## src/rtl/imem_loader_if.sv

```systemverilog
// Byte-stream and instruction-memory write signals shared by imem_loader and its environment.
// The stream source is the master; the loader (which also drives the imem write port) is the slave.
interface imem_loader_if #(
   parameter int ADDR_W = 10
);
   logic              s_valid;
   logic              s_ready;
   logic [7:0]        s_data;
   logic              s_last;
   logic              imem_we;
   logic [ADDR_W-1:0] imem_addr;
   logic [31:0]       imem_wdata;

   modport master (
      output s_valid, s_data, s_last,
      input  s_ready, imem_we, imem_addr, imem_wdata
   );

   modport slave (
      input  s_valid, s_data, s_last,
      output s_ready, imem_we, imem_addr, imem_wdata
   );
endinterface

```

## src/rtl/imem_loader.sv

```systemverilog
// Boot loader: zero-fills imem, then packs a little-endian byte stream into 32-bit words and releases the core.
// Optional running checksum of loaded words is enabled by defining IMEM_LOADER_CHECKSUM_EN.
module imem_loader #(
   parameter int DEPTH  = 1024,
   parameter int ADDR_W = $clog2(DEPTH)
) (
   input  logic            clk,
   input  logic            rst,
   imem_loader_if.slave    bus,
   output logic            cpu_rst,
   output logic            done,
   output logic            overflow,
   output logic [ADDR_W:0] word_count,
   output logic [31:0]     checksum
);

   typedef enum logic [2:0] {
      S_CLEAR,
      S_LOAD,
      S_FINISH,
      S_DONE,
      S_ERR
   } state_t;

   localparam logic [ADDR_W:0] DEPTH_C = (ADDR_W+1)'(DEPTH);

   state_t            state_reg,    state_next;
   logic [ADDR_W:0]   clr_cnt_reg,  clr_cnt_next;
   logic [1:0]        lane_reg,     lane_next;
   logic [31:0]       buf_reg,      buf_next;
   logic              s_ready_reg,  s_ready_next;
   logic              we_reg,       we_next;
   logic [ADDR_W-1:0] addr_reg,     addr_next;
   logic [31:0]       wdata_reg,    wdata_next;
   logic              cpu_rst_reg,  cpu_rst_next;
   logic              done_reg,     done_next;
   logic              ovf_reg,      ovf_next;
   logic [ADDR_W:0]   wc_reg,       wc_next;

   logic        fire;
   logic        wc_full;
   logic        word_done;
   logic [31:0] word_asm;

   // s_ready_reg is only ever high in LOAD, so it doubles as the state qualifier.
   assign fire      = bus.s_valid && s_ready_reg;
   assign wc_full   = (wc_reg == DEPTH_C);
   assign word_done = fire && !wc_full && ((lane_reg == 2'd3) || bus.s_last);

   // Lanes above the current byte are still zero in buf_reg, which gives the s_last zero padding.
   generate
      for (genvar gi = 0; gi < 4; gi++) begin : g_lane
         assign word_asm[8*gi +: 8] = (lane_reg == 2'(gi)) ? bus.s_data : buf_reg[8*gi +: 8];
      end
   endgenerate

   always_ff @(posedge clk or negedge rst) begin
      if (!rst) begin
         state_reg   <= S_CLEAR;
         clr_cnt_reg <= '0;
         lane_reg    <= '0;
         buf_reg     <= '0;
         s_ready_reg <= 1'b0;
         we_reg      <= 1'b0;
         addr_reg    <= '0;
         wdata_reg   <= '0;
         cpu_rst_reg <= 1'b1;
         done_reg    <= 1'b0;
         ovf_reg     <= 1'b0;
         wc_reg      <= '0;
      end else begin
         state_reg   <= state_next;
         clr_cnt_reg <= clr_cnt_next;
         lane_reg    <= lane_next;
         buf_reg     <= buf_next;
         s_ready_reg <= s_ready_next;
         we_reg      <= we_next;
         addr_reg    <= addr_next;
         wdata_reg   <= wdata_next;
         cpu_rst_reg <= cpu_rst_next;
         done_reg    <= done_next;
         ovf_reg     <= ovf_next;
         wc_reg      <= wc_next;
      end
   end

   always_comb begin
      state_next   = state_reg;
      clr_cnt_next = clr_cnt_reg;
      lane_next    = lane_reg;
      buf_next     = buf_reg;
      s_ready_next = s_ready_reg;
      we_next      = 1'b0;
      addr_next    = addr_reg;
      wdata_next   = wdata_reg;
      cpu_rst_next = cpu_rst_reg;
      done_next    = done_reg;
      ovf_next     = ovf_reg;
      wc_next      = wc_reg;

      case (state_reg)
         S_CLEAR: begin
            s_ready_next = 1'b0;
            if (clr_cnt_reg == DEPTH_C) begin
               state_next   = S_LOAD;
               s_ready_next = 1'b1;
            end else begin
               we_next      = 1'b1;
               addr_next    = clr_cnt_reg[ADDR_W-1:0];
               wdata_next   = '0;
               clr_cnt_next = clr_cnt_reg + 1'b1;
            end
         end
         S_LOAD: begin
            if (fire && wc_full) begin
               ovf_next     = 1'b1;
               s_ready_next = 1'b0;
               state_next   = S_ERR;
            end else if (word_done) begin
               we_next    = 1'b1;
               addr_next  = wc_reg[ADDR_W-1:0];
               wdata_next = word_asm;
               wc_next    = wc_reg + 1'b1;
               buf_next   = '0;
               lane_next  = '0;
               if (bus.s_last) begin
                  state_next   = S_FINISH;
                  s_ready_next = 1'b0;
               end
            end else if (fire) begin
               buf_next  = word_asm;
               lane_next = lane_reg + 1'b1;
            end
         end
         S_FINISH: begin
            s_ready_next = 1'b0;
            cpu_rst_next = 1'b0;
            done_next    = 1'b1;
            state_next   = S_DONE;
         end
         S_DONE, S_ERR: begin
            s_ready_next = 1'b0;
         end
         default: begin
            state_next   = S_ERR;
            s_ready_next = 1'b0;
         end
      endcase
   end

`ifdef IMEM_LOADER_CHECKSUM_EN
   logic [31:0] sum_reg;

   always_ff @(posedge clk or negedge rst) begin
      if (!rst) begin
         sum_reg <= '0;
      end else if (word_done) begin
         sum_reg <= sum_reg + word_asm;
      end
   end

   assign checksum = sum_reg;
`else
   assign checksum = '0;
`endif

   assign bus.s_ready    = s_ready_reg;
   assign bus.imem_we    = we_reg;
   assign bus.imem_addr  = addr_reg;
   assign bus.imem_wdata = wdata_reg;
   assign cpu_rst        = cpu_rst_reg;
   assign done           = done_reg;
   assign overflow       = ovf_reg;
   assign word_count     = wc_reg;

endmodule
```

## src/flat_wrapper.sv

```systemverilog
// flat-port wrapper written by rule: the top's interface ports become plain ports
module imem_loader_flat 
#(
   parameter int DEPTH  = 1024,
   parameter int ADDR_W = $clog2(DEPTH)
)
  (clk, rst, cpu_rst, done, overflow, word_count, checksum, bus_s_valid, bus_s_data, bus_s_last, bus_s_ready, bus_imem_we, bus_imem_addr, bus_imem_wdata);
  imem_loader_if #(.ADDR_W(ADDR_W)) bus_i ();
  input  logic clk;
  input  logic rst;
  output logic cpu_rst;
  output logic done;
  output logic overflow;
  output logic [ADDR_W:0] word_count;
  output logic [31:0] checksum;
  input wire logic [$bits(bus_i.s_valid)-1:0] bus_s_valid;
  input wire logic [$bits(bus_i.s_data)-1:0] bus_s_data;
  input wire logic [$bits(bus_i.s_last)-1:0] bus_s_last;
  output wire logic [$bits(bus_i.s_ready)-1:0] bus_s_ready;
  output wire logic [$bits(bus_i.imem_we)-1:0] bus_imem_we;
  output wire logic [$bits(bus_i.imem_addr)-1:0] bus_imem_addr;
  output wire logic [$bits(bus_i.imem_wdata)-1:0] bus_imem_wdata;
  assign bus_i.s_valid = bus_s_valid;
  assign bus_i.s_data = bus_s_data;
  assign bus_i.s_last = bus_s_last;
  assign bus_s_ready = bus_i.s_ready;
  assign bus_imem_we = bus_i.imem_we;
  assign bus_imem_addr = bus_i.imem_addr;
  assign bus_imem_wdata = bus_i.imem_wdata;
  imem_loader #(.DEPTH(DEPTH), .ADDR_W(ADDR_W)) u_core (.clk(clk), .rst(rst), .bus(bus_i), .cpu_rst(cpu_rst), .done(done), .overflow(overflow), .word_count(word_count), .checksum(checksum));
endmodule
```

## config.mk

```make
export PLATFORM = sky130hd
export DESIGN_NAME = imem_loader_flat
export DESIGN_NICKNAME = d
export VERILOG_FILES = /design/src/rtl/imem_loader_if.sv /design/src/rtl/imem_loader.sv /design/src/flat_wrapper.sv
export SDC_FILE = /design/constraint.sdc
export NUM_CORES = 1
export LEC_CHECK = 0
export CELL_PAD_IN_SITES_DETAIL_PLACEMENT = 0
export CELL_PAD_IN_SITES_GLOBAL_PLACEMENT = 1
export CORE_ASPECT_RATIO = 0.5
export CORE_UTILIZATION = 30
export CTS_BUF_LIST = sky130_fd_sc_hd__clkbuf_2
export DETAILED_ROUTE_END_ITERATION = 6
export PLACE_DENSITY = 0.66
export SYNTH_ARGS = -nofsm -noshare
export SYNTH_HDL_FRONTEND = slang
export SYNTH_SLANG_ARGS = --single-unit
```

## constraint.sdc

```tcl
create_clock -name clk -period 4.2 [get_ports clk]
set_input_delay 0.63 -clock clk [delete_from_list [all_inputs] [get_ports clk]]
set_output_delay 0.63 -clock clk [all_outputs]
set_load 0.01 [all_outputs]
```

# After elaboration in Yosys (flattened, before gate mapping)
# Cells that the tools add are included.
# word_totals
register_bits,106
latch_bits,0
ram_bits,0
romBits,0
in_bits,12
output_inout_bits,90
elab_cells,81
memories,0
# classes
n_addsub,3
n_mul,0
div_mod_pow,0
n_lt_le_gt_ge,0
n_eq_ne,15
n_shift,0
n_mux,30
bitwise,3
n_reduce_logical,18
# ops
op,count
2-to-1 mux 32 bit,5
case mux 32 bit (2 select lines),1
2-to-1 mux 8 bit,4
2-to-1 mux 10 bit,3
"adder 11 x 1 -> 11 bit, second input constant",2
"equality test 11 bit, second input constant",2
case mux 10 bit (2 select lines),1
2-to-1 mux 3 bit,4
case mux 3 bit (4 select lines),1
AND reduction 4 bit,2
2-to-1 mux 1 bit,7
"equality test 3 x 2 -> 1 bit, second input constant",2
AND reduction 2 bit,3
AND reduction 3 bit,2
"equality test 2 bit, second input constant",2
logical AND 1 bit,4
2-to-1 mux 2 bit,2
"inequality test 2 x 1 -> 1 bit, second input constant",2
"inequality test 2 bit, second input constant",2
case mux 1 bit (2 select lines),2
nonzero test 2 bit,2
"equality test 3 x 1 -> 1 bit, second input constant",1
"equality test 3 bit, second input constant",1
logical NOT 3 bit,1
other kinds (9),11

# Logic depth before layout (Yosys ltp)
# Gate-level depths: netlist (run 1).
# logic_depth
depth_word,7
mapped_depth,8
depth_no_buf,6

# Worst setup path before layout (run 1)
# Ideal clock, no wire load.
# synth_path
kind,register to register
startpoint,"register u_core.wc_reg[0], in the netlist u_core.word_count[0]"
endpoint,"register u_core.addr_reg[0], in the netlist u_core.bus.imem_addr[0]"
setup_ns,0.125
arrival_time_ns,2.010
required_time_ns,4.075
path_slack_ns,2.065
stages_incl_launch_ff,9
synth_period_minus_slack_ns,2.135
path_cell_list,dfrtp_1 -> inv_1 -> ha_1 -> nor4b_1 -> nand4b_1 -> clkbuf_1 -> a21oi_4 -> buf_6 -> mux2_4
# synth_between
elab_chain_len,6
# synth_lines
element,line_no,text
"start, declared",imem_loader.sv:38,"logic [ADDR_W:0] wc_reg, wc_next;"
"start signal, assigned",imem_loader.sv:83,wc_reg <= wc_next;
equality test 11 bit,imem_loader.sv:47,assign wc_full = (wc_reg == DEPTH_C);
logical NOT 1 bit,imem_loader.sv:48,assign word_done = fire && !wc_full && ((lane_reg == 2'd3) || bus.s_last);
logical AND 1 bit (2 in series),imem_loader.sv:48,
inequality test 2 x 1 -> 1 bit (no line),-,
AND reduction 4 bit (no line),-,
"end signal, assigned",imem_loader.sv:78,addr_reg <= addr_next;
"end, declared",imem_loader.sv:33,"logic [ADDR_W-1:0] addr_reg, addr_next;"
# Several ways; a longest one is shown, not always the timed one. The select of a mux whose other input is x is not followed.
# A chain may end at the register's enable or synchronous reset.

# Worst setup path after layout (run 1)
# layout_path
startpoint,register u_core.lane_reg[0]
endpoint,"register u_core.wdata_reg[20], in the netlist u_core.bus.imem_wdata[20]"
# layout_between
elab_chain_len,5
# layout_lines
element,line_no,text
"start, declared",imem_loader.sv:29,"logic [1:0] lane_reg, lane_next;"
"start signal, assigned",imem_loader.sv:74,lane_reg <= lane_next;
equality test 2 bit (on tied branches),"imem_loader.sv:53, imem_loader.sv:48",
2-to-1 mux 8 bit or logical OR 1 bit (tied branches),"imem_loader.sv:53, imem_loader.sv:48",
2-to-1 mux 32 bit or logical AND 1 bit (tied branches),"imem_loader.sv:119, imem_loader.sv:48",
2-to-1 mux 32 bit or inequality test 2 x 1 -> 1 bit (tied branches),-,
case mux 32 bit (2 select lines) or AND reduction 4 bit (tied branches),-,
"end signal, assigned",imem_loader.sv:79,wdata_reg <= wdata_next;
"end, declared",imem_loader.sv:34,"logic [31:0] wdata_reg, wdata_next;"
# Several ways; a longest one is shown, not always the timed one. The select of a mux whose other input is x is not followed.

==> results of run 1 <==
-- placed cells by master (no fill, tap or decap), types with 2 or more instances in the layout --
| cell | Yosys | layout |
|---|---|---|
| o31ai_1 | 2 | 2 |
| o21ai_0 | 3 | 3 |
| and4_1 | 7 | 7 |
| a22o_1 | 24 | 24 |
| mux2_4 | 39 | 39 |
| nand4_1 | 10 | 10 |
| inv_1 | 9 | 9 |
| nor3_1 | 2 | 2 |
| buf_4 | 32 | 5 |
| nor2_1 | 37 | 37 |
| conb_1 | 1 | 32 |
| nand3_1 | 5 | 5 |
| mux2i_1 | 33 | 33 |
| dfrtp_1 | 105 | 105 |
| and2_1 | 9 | 9 |
| xor2_1 | 2 | 2 |
| clkinvlp_4 | 0 | 3 |
| mux2_2 | 13 | 13 |
| nand2_1 | 11 | 11 |
| clkdlybuf4s50_1 | 0 | 68 |
| nor4_1 | 3 | 3 |
| and3_1 | 8 | 8 |
| o311ai_1 | 3 | 3 |
| clkbuf_2 | 0 | 10 |
| ha_1 | 8 | 8 |
| xnor2_1 | 18 | 18 |
-- what timing repair did --
item	4_1_cts	5_1_grt
hold endpoints to repair	4	0
buffers inserted	0	0
hold buffers	1	0
-- final timing paths --
check / cells after the start / startpoint / slack (ps) / end
worst max-delay path: 6 / u_core.lane_reg[0] / 1320 / u_core.bus.imem_wdata[20]
worst min-delay path: 1 / u_core.clr_cnt_reg[10] / 480 / u_core.clr_cnt_reg[10]
worst max register to register: 6 / u_core.lane_reg[0] / 1320 / u_core.bus.imem_wdata[20]
worst min register to register: 1 / u_core.clr_cnt_reg[10] / 480 / u_core.clr_cnt_reg[10]
max in group asynchronous: 3 / rst / 2740 / u_core.bus.imem_wdata[28]
min in group asynchronous: 2 / rst / 570 / u_core.word_count[6]
-- metrics by stage --
stage               hold WS (ps)  cells  instance area (sq um)  power, mW  utilization, %
finish                       482    718                   6170       1.54            36.8
global route                 500    718                   6170       1.60            36.8
CTS                          486    718                   6170       1.56            36.8
detailed placement           455    701                   6060       1.10            36.1
global placement             457    701                   6060       1.10            36.1
floorplan                    334    450                   5380       1.08               -
-- metal layers --
metal | vias to the layer above | GRT usage, % | part of all wire, %
met5 | - | 0 | 0
met4 | 0 | 3.02 | 0.80
met3 | 7 | 2.91 | 3.4
met2 | 78 | 18.6 | 41
met1 | 1670 | 21.0 | 55
li1 | 1548 | - | -
-- report_power, final --
| group | total (mW) | internal (mW) | switching [mW] |
|---|---|---|---|
| logic | 0.0625 | 0.0133 | 0.0492 |
| registers | 1.02 | 1.02 | 0 |
| clock network | 0.449 | 0.0874 | 0.362 |
| total | 1.54 | 1.12 | 0.411 |
-- cell families after synthesis --
family / after synthesis
muxes: 85
other: 1
AOI/OAI and AO/OA: 38
xor gates and xnor gates: 20
buffers and inverters: 59
adders and majority gates: 8
DFF: 106
and+or+nand+nor: 102
-- cell usage after synthesis (all sizes together) (2+ instances only) --
master / instances
o311ai: 3
a31oi: 2
mux2: 52
mux2i: 33
and3: 8
nor4: 3
ha: 8
buf: 45
clkbuf: 5
nand2: 11
nor4b: 2
inv: 9
nor3: 3
xnor2: 18
o21ai: 3
xor2: 2
nor2: 37
o31ai: 2
and4: 7
and2: 9
dfrtp: 105
nand4: 10
nand3: 5
a22o: 24
-- layout make-up --
| cell class | count | area share, % |
|---|---|---|
| inverter | 9 | 0.548 |
| tap | 227 | 4.61 |
| sequential | 106 | 43.0 |
| multi-input combinational | 285 | 38.0 |
| clock inverter | 6 | 0.832 |
| clock buffer | 10 | 0.812 |
| timing repair buffer | 75 | 12.1 |
==> flow_metrics.py, run 1 <==
metrics = {
    "timing": {
        "fmax_ghz": 0.347,
        "fin_tns_setup_ps": 0,
        "relSlewSlack_pct": 25.1,
        "drv_slew": 0,
        "period_needed_ps": 2880,
        "rsz0062_at_grt": "false",
        "hold_viol_final": 0,
        "period_share_pct": 68.7,
        "setup_slack_ps": 1320,
        "setup_viol": 0,
        "skew_ps": 46.5,
        "worst_slew_pin_slew_ps": 1110,
    },
    "floorplanning": {
        "die_w_microns": 189,
        "initial_core_util_pct": 31.4,
        "pin_count": 102,
        "die_area_sq_um": 18100,
        "rows": 33,
        "coreArea_sq_um": 16800,
        "die_y_microns": 95.6,
    },
    "outcome": {
        "status": "finished, final reports clean",
    },
    "yosys": {
        "synth_area_sq_um": 5260,
        "ys_warn_count": 0,
        "synthFlopType": "dfrtp_1",
        "avgSynthCellArea_sq_um": 12.6,
        "seq_area_frac_synth_pct": 50.4,
        "synthSimpleGateAreaFrac_pct": 10.7,
        "synth_edf_count": 0,
        "yosys.area.top_type": "dfrtp_1",
        "syn-instance-count": 419,
        "synth_compound_area_share_pct": 6.18,
        "synth_top_cell_area_share_pct": 49.9,
        "synth_async_sr_flop_share_pct": 100,
        "synthMuxAreaShare_pct": 20.2,
        "synth_seq_cells": 106,
        "synth_top_family_by_area": "multiplexers",
        "yosys.area_share.xor_xnor_pct": 3.33,
        "ys_types": 44,
        "yosys.area_share.adder_pct": 1.90,
        "synth_area_leaders": "dfrtp_1, mux2_4, mux2i_1",
    },
    "clocking": {
        "h-tree-depth": 3,
        "numCtsBuffers": 9,
        "clkLatencyLatePin_ps": 580,
        "clkTransAtPathRegs_ps": 310,
        "clock_sinks": 106,
        "clockRootBuffer": "clkbuf_2",
        "cts_tree": "built",
        "clock_path_buffers": 2,
        "cts_resized": 0,
    },
    "worst_setup_path": {
        "critPathMaxStageDelay_ps": 520,
        "cp_slowest_cell": "nor2_1",
        "critical_path_class": "reg2reg",
        "cp_cell_sequence": "ha_1, nor2_1, nor3_4, a21oi_4, buf_12, mux2_4",
        "path_delay_family": "simple AND/OR/NAND/NOR gates",
        "path_buf_inv": 1,
        "endpoint_kind": "register",
        "required_ps": 4670,
        "cp-start-kind": "register",
        "crit_arrival_ps": 3350,
        "cp_max_fo": 34,
    },
    "routing": {
        "wl_per_cell_microns": 16.4,
        "via_count": 3303,
        "wirelength_microns": 11800,
        "ant_nets": 0,
        "drtIter0Drc": 244,
        "route.detailed.drc": 0,
        "via_per_inst": 4.60,
        "firstDrtPassIters": 4,
    },
    "global_routing": {
        "grt_usage_pct": 13.5,
        "grt_max_degree": 52,
        "antenna_found_initial": 0,
        "grt_overflow": 0,
        "grt_pass1_wl_microns": 18600,
        "grt_pass1_vias": 3174,
    },
    "placement": {
        "io_buffers": 69,
        "place.gp.congestion": 0.739,
        "dp_hpwl_microns": 8270,
        "place_ws_ps": 1070,
    },
    "power_and_ir_drop": {
        "ir_worst_vdd_mv": 0.120,
        "power_density_nw_per_um2": 249,
        "p_leak_nw": 2.90,
    },
    "layout": {
        "layout-drive-gt1-share_pct": 16.5,
        "area_delta_synth_final_pct": 17.2,
        "n_antenna_cell": 0,
        "final-seq-area_sq_um": 2650,
        "multi_input_area_sq_um": 2350,
        "layout.nets": 506,
        "fillCellCount": 1651,
    },
    "hold_path": {
        "hold_path.class": "reg2reg",
    },
    "job": {
        "maxCapViolations": 0,
    },
}
Power figures use the tool's default switching activity.
==> run 2, diff against run 1 <==
PLACE_DENSITY = 0.68   (was 0.66)
clock period = 2.3 ns   (was 4.2 ns; I/O delays follow)
==> run 2 against run 1 <==
Total power grew 79%; design area up 3.3%; die area did not move; worst hold slack got worse by 230 ps; global-route usage increased by 0.091 points; largest cell class unchanged.
==> flow_metrics.py, run 2 (same netlist as run 1, synthesis figures left out) <==
metrics = {
    "worst_setup_path": {
        "cp_max_fo": 33,
        "cp-start-kind": "register",
        "critical_path_class": "reg2reg",
        "reg2reg_slack_ps": 210,
        "crit_arrival_ps": 2560,
        "cp_slowest_cell": "dfrtp_1",
        "critPathMaxStageDelay_ps": 450,
        "required_ps": 2770,
        "endpoint_kind": "register",
        "cp_cell_sequence": "inv_1, ha_1, nor4b_2, nand4b_1, a21oi_4, buf_12, mux2_4",
    },
    "routing": {
        "ant_nets": 0,
        "wirelength_microns": 11800,
        "route.detailed.drc": 0,
        "wl_per_cell_microns": 15.8,
        "drtIter0Drc": 122,
        "firstDrtPassIters": 4,
        "via_count": 3373,
        "via_per_inst": 4.55,
    },
    "timing": {
        "relSlewSlack_pct": 28.8,
        "hold_viol_final": 0,
        "setup_viol": 0,
        "period_share_pct": 90.7,
        "rsz0062_at_grt": "false",
        "holdWs_ps": 255,
        "period_needed_ps": 2090,
        "worst_slew_pin_slew_ps": 1050,
        "fmax_ghz": 0.479,
        "skew_ps": 42.9,
        "fin_tns_setup_ps": 0,
        "drv_slew": 0,
    },
    "clocking": {
        "clock_path_buffers": 2,
        "numCtsBuffers": 9,
        "clockRootBuffer": "clkbuf_2",
        "clkLatencyLatePin_ps": 590,
        "clkTransAtPathRegs_ps": 300,
        "cts_tree": "built",
        "clock_sinks": 106,
        "h-tree-depth": 3,
    },
    "global_routing": {
        "grt_max_degree": 42,
        "grt_pass1_vias": 3360,
        "grt_overflow": 0,
        "grt_usage_pct": 13.6,
        "grt_pass1_wl_microns": 18700,
        "antenna_found_initial": 0,
    },
    "floorplanning": {
        "die_y_microns": 95.6,
        "rows": 33,
        "die_area_sq_um": 18100,
        "coreArea_sq_um": 16800,
        "initial_core_util_pct": 31.4,
        "die_w_microns": 189,
        "pin_count": 102,
    },
    "layout": {
        "final_cell_mix": "dfrtp_1, clkdlybuf4s50_1, mux2_4",
        "fillCellCount": 1670,
        "layout.nets": 530,
        "layout_commonest_cell": "dfrtp_1",
        "area_delta_synth_final_pct": 21.0,
        "layout-drive-gt1-share_pct": 20.4,
        "n_antenna_cell": 0,
    },
    "outcome": {
        "status": "finished, final reports clean",
    },
    "power_and_ir_drop": {
        "p_leak_nw": 3.04,
        "power.total_mw": 2.75,
        "ir_worst_vdd_mv": 0.216,
        "power_density_nw_per_um2": 433,
    },
    "placement": {
        "place.gp.congestion": 0.766,
        "dp_hpwl_microns": 8360,
        "io_buffers": 69,
    },
    "hold_path": {
        "hold_path.class": "in2async",
    },
    "job": {
        "maxCapViolations": 0,
    },
}
==> run 2: power by group <==
| group | total (mW) | internal (mW) | leakage [nW] | switching, mW |
|---|---|---|---|---|
| Clock | 0.762 | 0.139 | 0.0553 | 0.623 |
| Sequential | 1.87 | 1.87 | 1.46 | 0 |
| Combinational | 0.123 | 0.0311 | 1.52 | 0.0923 |
| Total | 2.75 | 2.04 | 3.04 | 0.716 |
==> run 2: stage by stage <==
stage | instances | utilization, % | instance area [sq um] | setup slack (ps)
floorplan | 450 | - | 5380 | 165
global placement | 725 | 37.3 | 6260 | 140
detailed placement | 725 | 37.3 | 6260 | 61.7
CTS | 742 | 38.0 | 6360 | 89.8
global route | 742 | 38.0 | 6370 | 79.9
finish | 742 | 38.0 | 6370 | 214
==> run 2: cell type report <==
cell class | instances | area (sq um) | share of cell area [%]
tap | 227 | 284 | 4.46
inverter | 9 | 33.8 | 0.530
clock inverter | 7 | 46.3 | 0.727
timing repair buffer | 99 | 953 | 15.0
sequential | 106 | 2650 | 41.7
multi-input combinational | 285 | 2350 | 36.9
clock buffer | 9 | 45.0 | 0.707
==> run 2: worst max-delay path: cells and delay by family, from the launching register on <==
family / cells / cell delay [ps]
adder cells (fa/ha/maj): 1 / 150
AO/OA/AOI/OAI: 1 / 210
multiplexers: 1 / 330
flip-flops: 1 / 450
AND/OR/NAND/NOR: 2 / 470
buffers and inverters: 2 / 360
==> run 2: path summary, 6_finish.rpt <==
path	from	to	cells after the start
hold / removal	rst	u_core.bus.imem_wdata[7]	2
setup reg to reg	u_core.word_count[0]	u_core.bus.imem_wdata[29]	7
hold reg to reg	u_core.cpu_rst	u_core.cpu_rst	1
min in group clk	bus_s_valid	u_core.state_reg[2]	3
max in group asynchronous	rst	u_core.bus.imem_wdata[28]	3
setup / recovery	u_core.word_count[0]	u_core.bus.imem_wdata[29]	7
==> run 2: what timing repair did <==
item	in CTS	in global routing
hold endpoints to repair	38	0
resized for setup	0	1
hold buffers	1	0
endpoints found under the setup margin	0	24
setup buffers	0	0
==> run 2: layer usage <==
layer	wire length [microns]	share of wire, %	up-vias	GRT usage, %
met5	0	0	-	0
met4	95	0.81	0	3.63
met3	571	4.9	8	3.31
met2	5000	43	84	19.6
met1	6090	52	1682	20.1
li1	-	-	1599	-
==> run 3, diff against run 2 <==
GPL_TIMING_DRIVEN = 0   (was unset)
SLEW_MARGIN = 25   (was unset)
==> run 3 against run 2 <==
Clock power up 14%; worst hold slack worse by 130 ps; fmax down 5.0%; critical path type unchanged; largest power group unchanged.
==> flow_metrics.py, run 3 (same netlist as run 1, synthesis figures left out) <==
metrics = {
    "global_routing": {
        "grt_pass1_vias": 3433,
        "grt_pass1_wl_microns": 19400,
        "grt_max_degree": 75,
        "grt_overflow": 0,
        "grt_usage_pct": 14.3,
        "antenna_found_initial": 1,
    },
    "placement": {
        "placed_area_sq_um": 6380,
        "dp_hpwl_microns": 8540,
        "io_buffers": 69,
        "dp_cells": 747,
        "place.gp.congestion": 0.759,
    },
    "worst_setup_path": {
        "critical_path_class": "reg2reg",
        "required_ps": 2820,
        "cp_slowest_cell": "dfrtp_1",
        "cp-start-kind": "register",
        "endpoint_kind": "register",
        "cp_max_fo": 10,
        "critPathMaxStageDelay_ps": 530,
        "crit_arrival_ps": 2720,
        "cp_cell_sequence": "or3b_1, nor3_4, a21oi_4, buf_4, buf_8, mux2_4",
    },
    "timing": {
        "fmax_ghz": 0.456,
        "period_needed_ps": 2190,
        "hold_viol_final": 0,
        "rsz0062_at_grt": "false",
        "drv_slew": 0,
        "setup_viol": 0,
        "worst_slew_pin_slew_ps": 711,
        "skew_ps": 30.8,
        "period_share_pct": 95.4,
        "relSlewSlack_pct": 52.6,
    },
    "floorplanning": {
        "coreArea_sq_um": 16800,
        "die_area_sq_um": 18100,
        "rows": 33,
        "die_w_microns": 189,
        "initial_core_util_pct": 31.4,
        "pin_count": 102,
        "die_y_microns": 95.6,
    },
    "routing": {
        "firstDrtPassIters": 4,
        "route.detailed.drc": 0,
        "ant_nets": 0,
        "drtIter0Drc": 167,
        "via_per_inst": 4.58,
        "wirelength_microns": 12300,
        "wl_per_cell_microns": 15.8,
        "via_count": 3549,
    },
    "clocking": {
        "clock_path_buffers": 2,
        "numCtsBuffers": 9,
        "clkLatencyLatePin_ps": 630,
        "clockRootBuffer": "clkbuf_2",
        "clkTransAtPathRegs_ps": 270,
        "clock_sinks": 106,
        "h-tree-depth": 3,
        "cts_tree": "built",
    },
    "power_and_ir_drop": {
        "p_leak_nw": 3.21,
        "power.total_mw": 2.90,
        "ir_worst_vdd_mv": 0.193,
        "power_density_nw_per_um2": 435,
    },
    "hold_path": {
        "hold_path.class": "in2async",
    },
    "layout": {
        "finish.utilization_pct": 39.8,
        "final_area_sq_um": 6660,
        "layout.nets": 562,
        "layout-drive-gt1-share_pct": 25.6,
        "final_cells": 775,
        "final_cell_mix": "dfrtp_1, clkdlybuf4s50_1, buf_4",
        "area_delta_synth_final_pct": 26.7,
        "layout_commonest_cell": "dfrtp_1",
    },
    "job": {
        "maxCapViolations": 0,
    },
    "outcome": {
        "status": "finished, final reports clean",
    },
}
-- run 3: cell types whose count changed in the layout (fill, tap and decap cells not counted), moves of 3 or more --
cell / delta
buf_4: +15
buf_2: +5
buf_6: +4
buf_1: +3
buf_12: -3
clkbuf_2: +3
dfrtp_1: -3
dfrtp_2: +3
o311ai_1: -3
o311ai_2: +3
-- run 3: worst paths after layout --
path,slack (ps),end,cells past startpoint,start
max,110,u_core.bus.imem_wdata[28],6,u_core.state_reg[2]
min,120,u_core.bus.imem_wdata[30],2,rst
max reg2reg,110,u_core.bus.imem_wdata[28],6,u_core.state_reg[2]
min reg2reg,490,u_core.clr_cnt_reg[10],1,u_core.clr_cnt_reg[10]
max in group asynchronous,1480,u_core.cpu_rst,3,rst
min in group clk,360,u_core.state_reg[2],3,bus_s_valid
-- run 3: worst max-delay path: cells and delay by family, from the launching register on --
family	cells	cell delay [ps]
and+or+nand+nor	2	850
DFF	1	530
buffers and inverters	2	320
muxes	1	300
AOI/OAI and AO/OA	1	90
-- run 3: per-stage QoR --
step | setup TNS, ps | setup WS (ps) | hold WS (ps)
floorplan | 0 | 165 | 49.4
global placement | -369520 | -3260 | 450
detailed placement | -25400 | -424 | 262
CTS | -359 | -39.3 | 109
global route | 0 | 3.14 | 91.9
finish | 0 | 105 | 123
-- run 3: metal layers --
layer | part of all wire [%] | vias up | GRT usage (%)
li1 | - | 1664 | -
met1 | 51 | 1790 | 20.6
met2 | 43 | 85 | 20.6
met3 | 4.6 | 10 | 3.83
met4 | 1.3 | 0 | 4.17
met5 | 0 | - | 0
-- run 3: where the power goes --
group	switching, mW	internal (mW)	total (mW)
Combinational	0.0985	0.0625	0.161
Clock	0.620	0.249	0.869
Sequential	0	1.87	1.87
Total	0.718	2.18	2.90
-- run 3: timing repair --
action | 4_1_cts | 5_1_grt
buffers inserted | 5 | 5
hold endpoints to repair | 105 | 0
endpoints found under the setup margin | 88 | 66
cloned | 0 | 0
gates resized for setup | 11 | 8
pin swaps | 2 | 2
hold buffers | 1 | 0
-- run 3: area by class of cell --
type,instances,area [sq um]
antenna,1,2.50
buffer,50,365
clock buffer,10,50.0
clock inverter,6,56.3
fill,1644,10100
inverter,9,33.8
multi-input combinational,285,2410
sequential,106,2660
tap,227,284
timing repair buffer,81,805
